--- src/rtl/intr_ctrl_pkg.sv ---
// Shared types and constants for the interrupt claim/complete controller.
// Holds the FSM state encoding, the coalesce counter width and a popcount helper.
package intr_ctrl_pkg;

    typedef enum logic [0:0] {
        ST_IDLE = 1'b0,
        ST_BUSY = 1'b1
    } fsm_state_t;

    localparam int COALESCE_W = 16;
    localparam logic [COALESCE_W-1:0] COALESCE_MAX = '1;

    function automatic logic [5:0] popcount32(input logic [31:0] v);
        logic [5:0] n;
        n = '0;
        for (int i = 0; i < 32; i++) begin
            n = n + 6'(v[i]);
        end
        return n;
    endfunction

endpackage

--- src/rtl/intr_prio_enc.sv ---
// Combinational priority encoder: index of the lowest set request bit.
// Bit 0 has the highest priority; any is high when at least one bit is set.
module intr_prio_enc #(
    parameter int INTR_WIDTH = 8,
    parameter int ID_WIDTH   = 3
) (
    input  logic [INTR_WIDTH-1:0] req,
    output logic [ID_WIDTH-1:0]   idx,
    output logic                  any
);

    // Scan from the top down so the lowest set bit is the last one written.
    always_comb begin
        idx = '0;
        any = 1'b0;
        for (int i = INTR_WIDTH - 1; i >= 0; i--) begin
            if (req[i]) begin
                idx = ID_WIDTH'(i);
                any = 1'b1;
            end
        end
    end

endmodule

--- src/rtl/intr_claim_ctrl.sv ---
// Edge-latched interrupt controller with a single-outstanding claim/complete
// handshake, complete-error pulse and a saturating count of coalesced edges.
module intr_claim_ctrl
    import intr_ctrl_pkg::*;
#(
    parameter int INTR_WIDTH = 8,
    parameter int ID_WIDTH   = 3
) (
    input  logic                  clk,
    input  logic                  rst,
    input  logic [INTR_WIDTH-1:0] intr_in,
    input  logic [INTR_WIDTH-1:0] intr_enable,
    output logic                  irq,
    output logic                  claim_valid,
    input  logic                  claim_ready,
    output logic [ID_WIDTH-1:0]   claim_id,
    input  logic                  complete_valid,
    input  logic [ID_WIDTH-1:0]   complete_id,
    output logic                  complete_err,
    output logic [COALESCE_W-1:0] coalesce_cnt
);

    logic [INTR_WIDTH-1:0] intr_prev_reg;
    logic [INTR_WIDTH-1:0] pending_reg;
    logic [INTR_WIDTH-1:0] pending_next;
    logic [INTR_WIDTH-1:0] rise;
    logic [INTR_WIDTH-1:0] eligible;
    logic [INTR_WIDTH-1:0] clear_mask;
    logic [INTR_WIDTH-1:0] lost;

    fsm_state_t            state_reg;
    fsm_state_t            state_next;
    logic [ID_WIDTH-1:0]   svc_id_reg;
    logic [ID_WIDTH-1:0]   svc_id_next;
    logic                  err_reg;
    logic                  err_next;
    logic [COALESCE_W-1:0] coalesce_reg;
    logic [COALESCE_W-1:0] coalesce_next;
    logic [COALESCE_W:0]   coalesce_sum;
    logic [5:0]            lost_count;

    logic [ID_WIDTH-1:0]   enc_idx;
    logic                  enc_any;
    logic                  offer;
    logic                  accept;

    assign rise     = intr_in & ~intr_prev_reg;
    assign eligible = pending_reg & intr_enable;

    intr_prio_enc #(
        .INTR_WIDTH (INTR_WIDTH),
        .ID_WIDTH   (ID_WIDTH)
    ) u_prio_enc (
        .req (eligible),
        .idx (enc_idx),
        .any (enc_any)
    );

    assign offer       = (state_reg == ST_IDLE) && enc_any;
    assign accept      = offer && claim_ready;
    assign irq         = offer;
    assign claim_valid = offer;
    assign claim_id    = offer ? enc_idx : '0;

    // A rise on the bit being claimed this cycle re-arms it rather than
    // counting as a lost edge, since the claim consumes the older event.
    generate
        for (genvar gi = 0; gi < INTR_WIDTH; gi++) begin : g_bit
            assign clear_mask[gi]   = accept && (enc_idx == ID_WIDTH'(gi));
            assign pending_next[gi] = (pending_reg[gi] & ~clear_mask[gi]) | rise[gi];
            assign lost[gi]         = rise[gi] & pending_reg[gi] & ~clear_mask[gi];
        end
    endgenerate

    assign lost_count    = popcount32(32'(lost));
    assign coalesce_sum  = {1'b0, coalesce_reg} + (COALESCE_W + 1)'(lost_count);
    assign coalesce_next = coalesce_sum[COALESCE_W] ? COALESCE_MAX
                                                    : coalesce_sum[COALESCE_W-1:0];

    always_comb begin
        state_next  = state_reg;
        svc_id_next = svc_id_reg;
        err_next    = 1'b0;
        case (state_reg)
            ST_IDLE: begin
                if (accept) begin
                    state_next  = ST_BUSY;
                    svc_id_next = enc_idx;
                end
                if (complete_valid) begin
                    err_next = 1'b1;
                end
            end
            ST_BUSY: begin
                if (complete_valid) begin
                    if (complete_id == svc_id_reg) begin
                        state_next = ST_IDLE;
                    end else begin
                        err_next = 1'b1;
                    end
                end
            end
            default: state_next = ST_IDLE;
        endcase
    end

    // intr_prev tracks intr_in during reset so a level held across release
    // is not mistaken for a fresh edge.
    always_ff @(posedge clk) begin
        if (rst) begin
            intr_prev_reg <= intr_in;
            pending_reg   <= '0;
            state_reg     <= ST_IDLE;
            svc_id_reg    <= '0;
            err_reg       <= 1'b0;
            coalesce_reg  <= '0;
        end else begin
            intr_prev_reg <= intr_in;
            pending_reg   <= pending_next;
            state_reg     <= state_next;
            svc_id_reg    <= svc_id_next;
            err_reg       <= err_next;
            coalesce_reg  <= coalesce_next;
        end
    end

    assign complete_err = err_reg;
    assign coalesce_cnt = coalesce_reg;

endmodule

--- config.mk ---
export PLATFORM = sky130hd
export DESIGN_NAME = intr_claim_ctrl
export DESIGN_NICKNAME = d
export VERILOG_FILES = /design/src/rtl/intr_ctrl_pkg.sv /design/src/rtl/intr_prio_enc.sv /design/src/rtl/intr_claim_ctrl.sv
export SDC_FILE = /design/constraint.sdc
export NUM_CORES = 1
export LEC_CHECK = 0
export BUFFER_PORTS_ARGS = -buffer_cell sky130_fd_sc_hd__buf_4
export CORE_AREA = 4 4 67 69
export CTS_BUF_LIST = sky130_fd_sc_hd__clkbuf_4 sky130_fd_sc_hd__clkbuf_8 sky130_fd_sc_hd__clkbuf_16
export CTS_CLUSTER_DIAMETER = 200
export DETAILED_ROUTE_END_ITERATION = 8
export DIE_AREA = 0 0 71 73
export PLACE_DENSITY = 0.72
export RECOVER_POWER = 50
export SLEW_MARGIN = 40
export SYNTH_ARGS = -nofsm -noshare
export SYNTH_HDL_FRONTEND = slang
export SYNTH_HIERARCHICAL = 1
export SYNTH_SLANG_ARGS = --single-unit
export TNS_END_PERCENT = 50
--- constraint.sdc ---
create_clock -name clk -period 8 [get_ports clk]
set_input_delay 1.2 -clock clk [delete_from_list [all_inputs] [get_ports clk]]
set_output_delay 1.2 -clock clk [all_outputs]
set_load 0.005 [all_outputs]
==> summary.txt <==
status: completed
RSZ-0062 raised after global routing: false
port bufs: 44
final hold viol count: 0
routed wire length per instance: 13.22 um
Seq/Total Area, Yosys: 0.3973
clock sinks: 37
RR Startpoint: pending_reg[5]
Placed Area: 2233 um^2
Reg2Reg Depth: 17
IO Pins: 45
top-area cell type share of the netlist area: 0.3973
antenna diode count: 0
largest net degree at the start of global routing: 30
setup TNS: 0 ns
Hold Path Stages: 2
CP required: 8.11 ns
Post-synth ARST share: 0
hold path start: svc_id_reg[0]
routability cong.: 0.7991
Via Count: 1583
worst skew pair latency: 0.28 ns
synth top area cells: dfxtp_1 (40%), a21oi_1 (6.2%), fa_1 (5.4%), and2_1 (4.4%), ha_1 (4.0%)
CP startpoint kind: input pin
largest area contributor in the netlist: dfxtp_1
Clock Pin Slew Worst Setup and Hold Paths: 0.07 ns
vias in the first global route: 1610
post_cts resized: 0
Initial Utilization: 0.4763
Cell variety after synth: 45
max frequency: 0.1621 GHz
Worst EP arrival: 6.28 ns
Synth Area per Inst: 9.184 um^2
flops & latches, synth: 37
core region area: 3914 um^2
antenna violations before repair: 0
fin crit period: 6.168 ns
Final setup viols: 0
worst-margin pin slew: 1.251 ns
Hold Buf Count CTS: 0
Max transition margin: 0.1659
number of DRC markers in iteration 0: 66
CP max FO: 6
Post-synth EDFFs: 0
worst hold path type: register to register
post-CTS setup buffers: 0
flop-to-flop setup slack: 2.56 ns
Die Wd: 71 um
Rows: 23
final instance area: 2312 um^2
Tcrit/Tclk final: 0.7710
yosys warns: 6
leakage: 0.9738 nW
hpwl dp: 3.082 mm
post-synthesis net count: 237
Layout Skew: 0.003824 ns
detailed-route DRC error count: 0
first-pass GRT wire length: 7.251 mm
CTS tree: built
die area: 5183 um^2
Hold Crit Endpoint: svc_id_reg[0]
Most used DFF post-synth: dfxtp_1
cell area power density: 172.4 nW/um^2
die extent in y: 73 um
CTS max path bufs: 2
ANT nets after route: 0
max reg flops: 16
Crit. End Element: register
Max Slew Vio Count: 0
GRT Util Overall: 0.1740
Area Overhead vs Synth: 24.03%
Worst VDD drop: 0.08458 mV
Vias/cell: 5.294
root buffer cell: clkbuf_8
layout cells sized above 1: 0.2490
CTS HTree Levels: 2
Synth Cell Area: 1864 um^2
Max-Cap Viols: 0
drt total wl: 3.953 mm
Final #Nets: 282
crit path kind: input pin to register
CTS Buf Count: 5
end of the worst register-to-register path: coalesce_cnt[15]
grt ovf: 0
drt first pass iters: 4
Post-Synthesis Cells: 203
==> critical path, cell delays in order <==
cell and delay (ns):
clkbuf_4 0.11, and2_0 0.17, nor4_1 0.40, nor2b_1 0.13, or2_2 0.35, o31ai_1 0.28, nor2_1 0.11, fa_1 0.51
inv_1 0.05, fa_1 0.53, inv_1 0.05, fa_1 0.51, fa_1 0.48, fa_1 0.45, a211oi_2 0.45, nor3_4 0.11
nor4_1 0.28, a211oi_1 0.11
==> how the worst max path moves through the flow <==
stage | slack [ns] | end | startpoint | depth (start not counted)
floorplan | 2.08 | coalesce_cnt[11] | intr_enable[5] | 18
global placement | 1.63 | coalesce_cnt[9] | intr_enable[5] | 18
detailed placement | 1.57 | coalesce_cnt[15] | intr_enable[5] | 18
CTS | 1.87 | coalesce_cnt[7] | intr_enable[5] | 18
global route | 1.46 | coalesce_cnt[7] | intr_enable[5] | 18
finish | 1.83 | coalesce_cnt[15] | intr_enable[5] | 18
==> metrics by stage <==
step	worst slack (ns)	hold WS, ns	util	cells	power [mW]
after floorplan	2.080	0.4488	-	203	0.2464
after global placement	1.629	0.4625	0.5687	291	0.2741
after detailed placement	1.574	0.4638	0.5707	291	0.2765
after CTS	1.872	0.4741	0.5927	299	0.4049
after global routing	1.455	0.5162	0.5908	299	0.4254
final	1.832	0.4671	0.5908	299	0.3986
==> synth_stat cells, types with 4 or more instances <==
| library cell | instances |
|---|---|
| dfxtp_1 | 37 |
| a21oi_1 | 23 |
| and2_1 | 13 |
| nand2b_1 | 11 |
| o21ai_0 | 11 |
| nand2_1 | 10 |
| nor2_1 | 9 |
| inv_1 | 7 |
| a31oi_1 | 6 |
| ha_1 | 6 |
| nand3_1 | 6 |
| xnor2_1 | 6 |
| fa_1 | 5 |
| clkbuf_1 | 4 |
==> area by class of cell <==
| class | count | area (um^2) |
|---|---|---|
| fill | 376 | 1602 |
| clock inverter | 2 | 10.01 |
| inverter | 7 | 26.28 |
| timing repair buffer | 45 | 330.3 |
| sequential | 37 | 740.7 |
| clock buffer | 6 | 76.32 |
| tap | 50 | 62.56 |
| multi-input combinational | 152 | 1066 |
==> power by group <==
| part | switching, mW | internal, mW | leakage (nW) |
|---|---|---|---|
| registers | 0.00489 | 0.194 | 0.304 |
| logic | 0.0365 | 0.0352 | 0.622 |
| clock network | 0.0645 | 0.0638 | 0.0484 |
==> placed cells by master (no fill, tap or decap), types with 7 or more instances in the layout <==
cell      synthesis  layout
nand2_1          10      10
nand2b_1         11      11
clkbuf_4          0      26
inv_1             7       7
and2_1           13      12
o21ai_0          11      11
nor2_1            9       9
dfxtp_1          37      37
buf_4             1      18
a21oi_1          23      23
==> per-layer routing <==
layer | track usage | vias up | wire length (um)
met5 | 0 | - | 0
met4 | 0.06263 | 0 | 61
met3 | 0.04270 | 9 | 270
met2 | 0.3018 | 47 | 1937
met1 | 0.2095 | 711 | 1683
li1 | - | 816 | -
==> kinds of logic after synthesis <==
family,after synthesis,share of synthesized area
buf+inv,14,0.03490
compound gates,56,0.1839
fa+ha+maj,11,0.09396
simple gates,75,0.2423
flops,37,0.3973
mux,1,0.005369
xor+xnor,9,0.04228
Power figures use the tool's default switching activity.
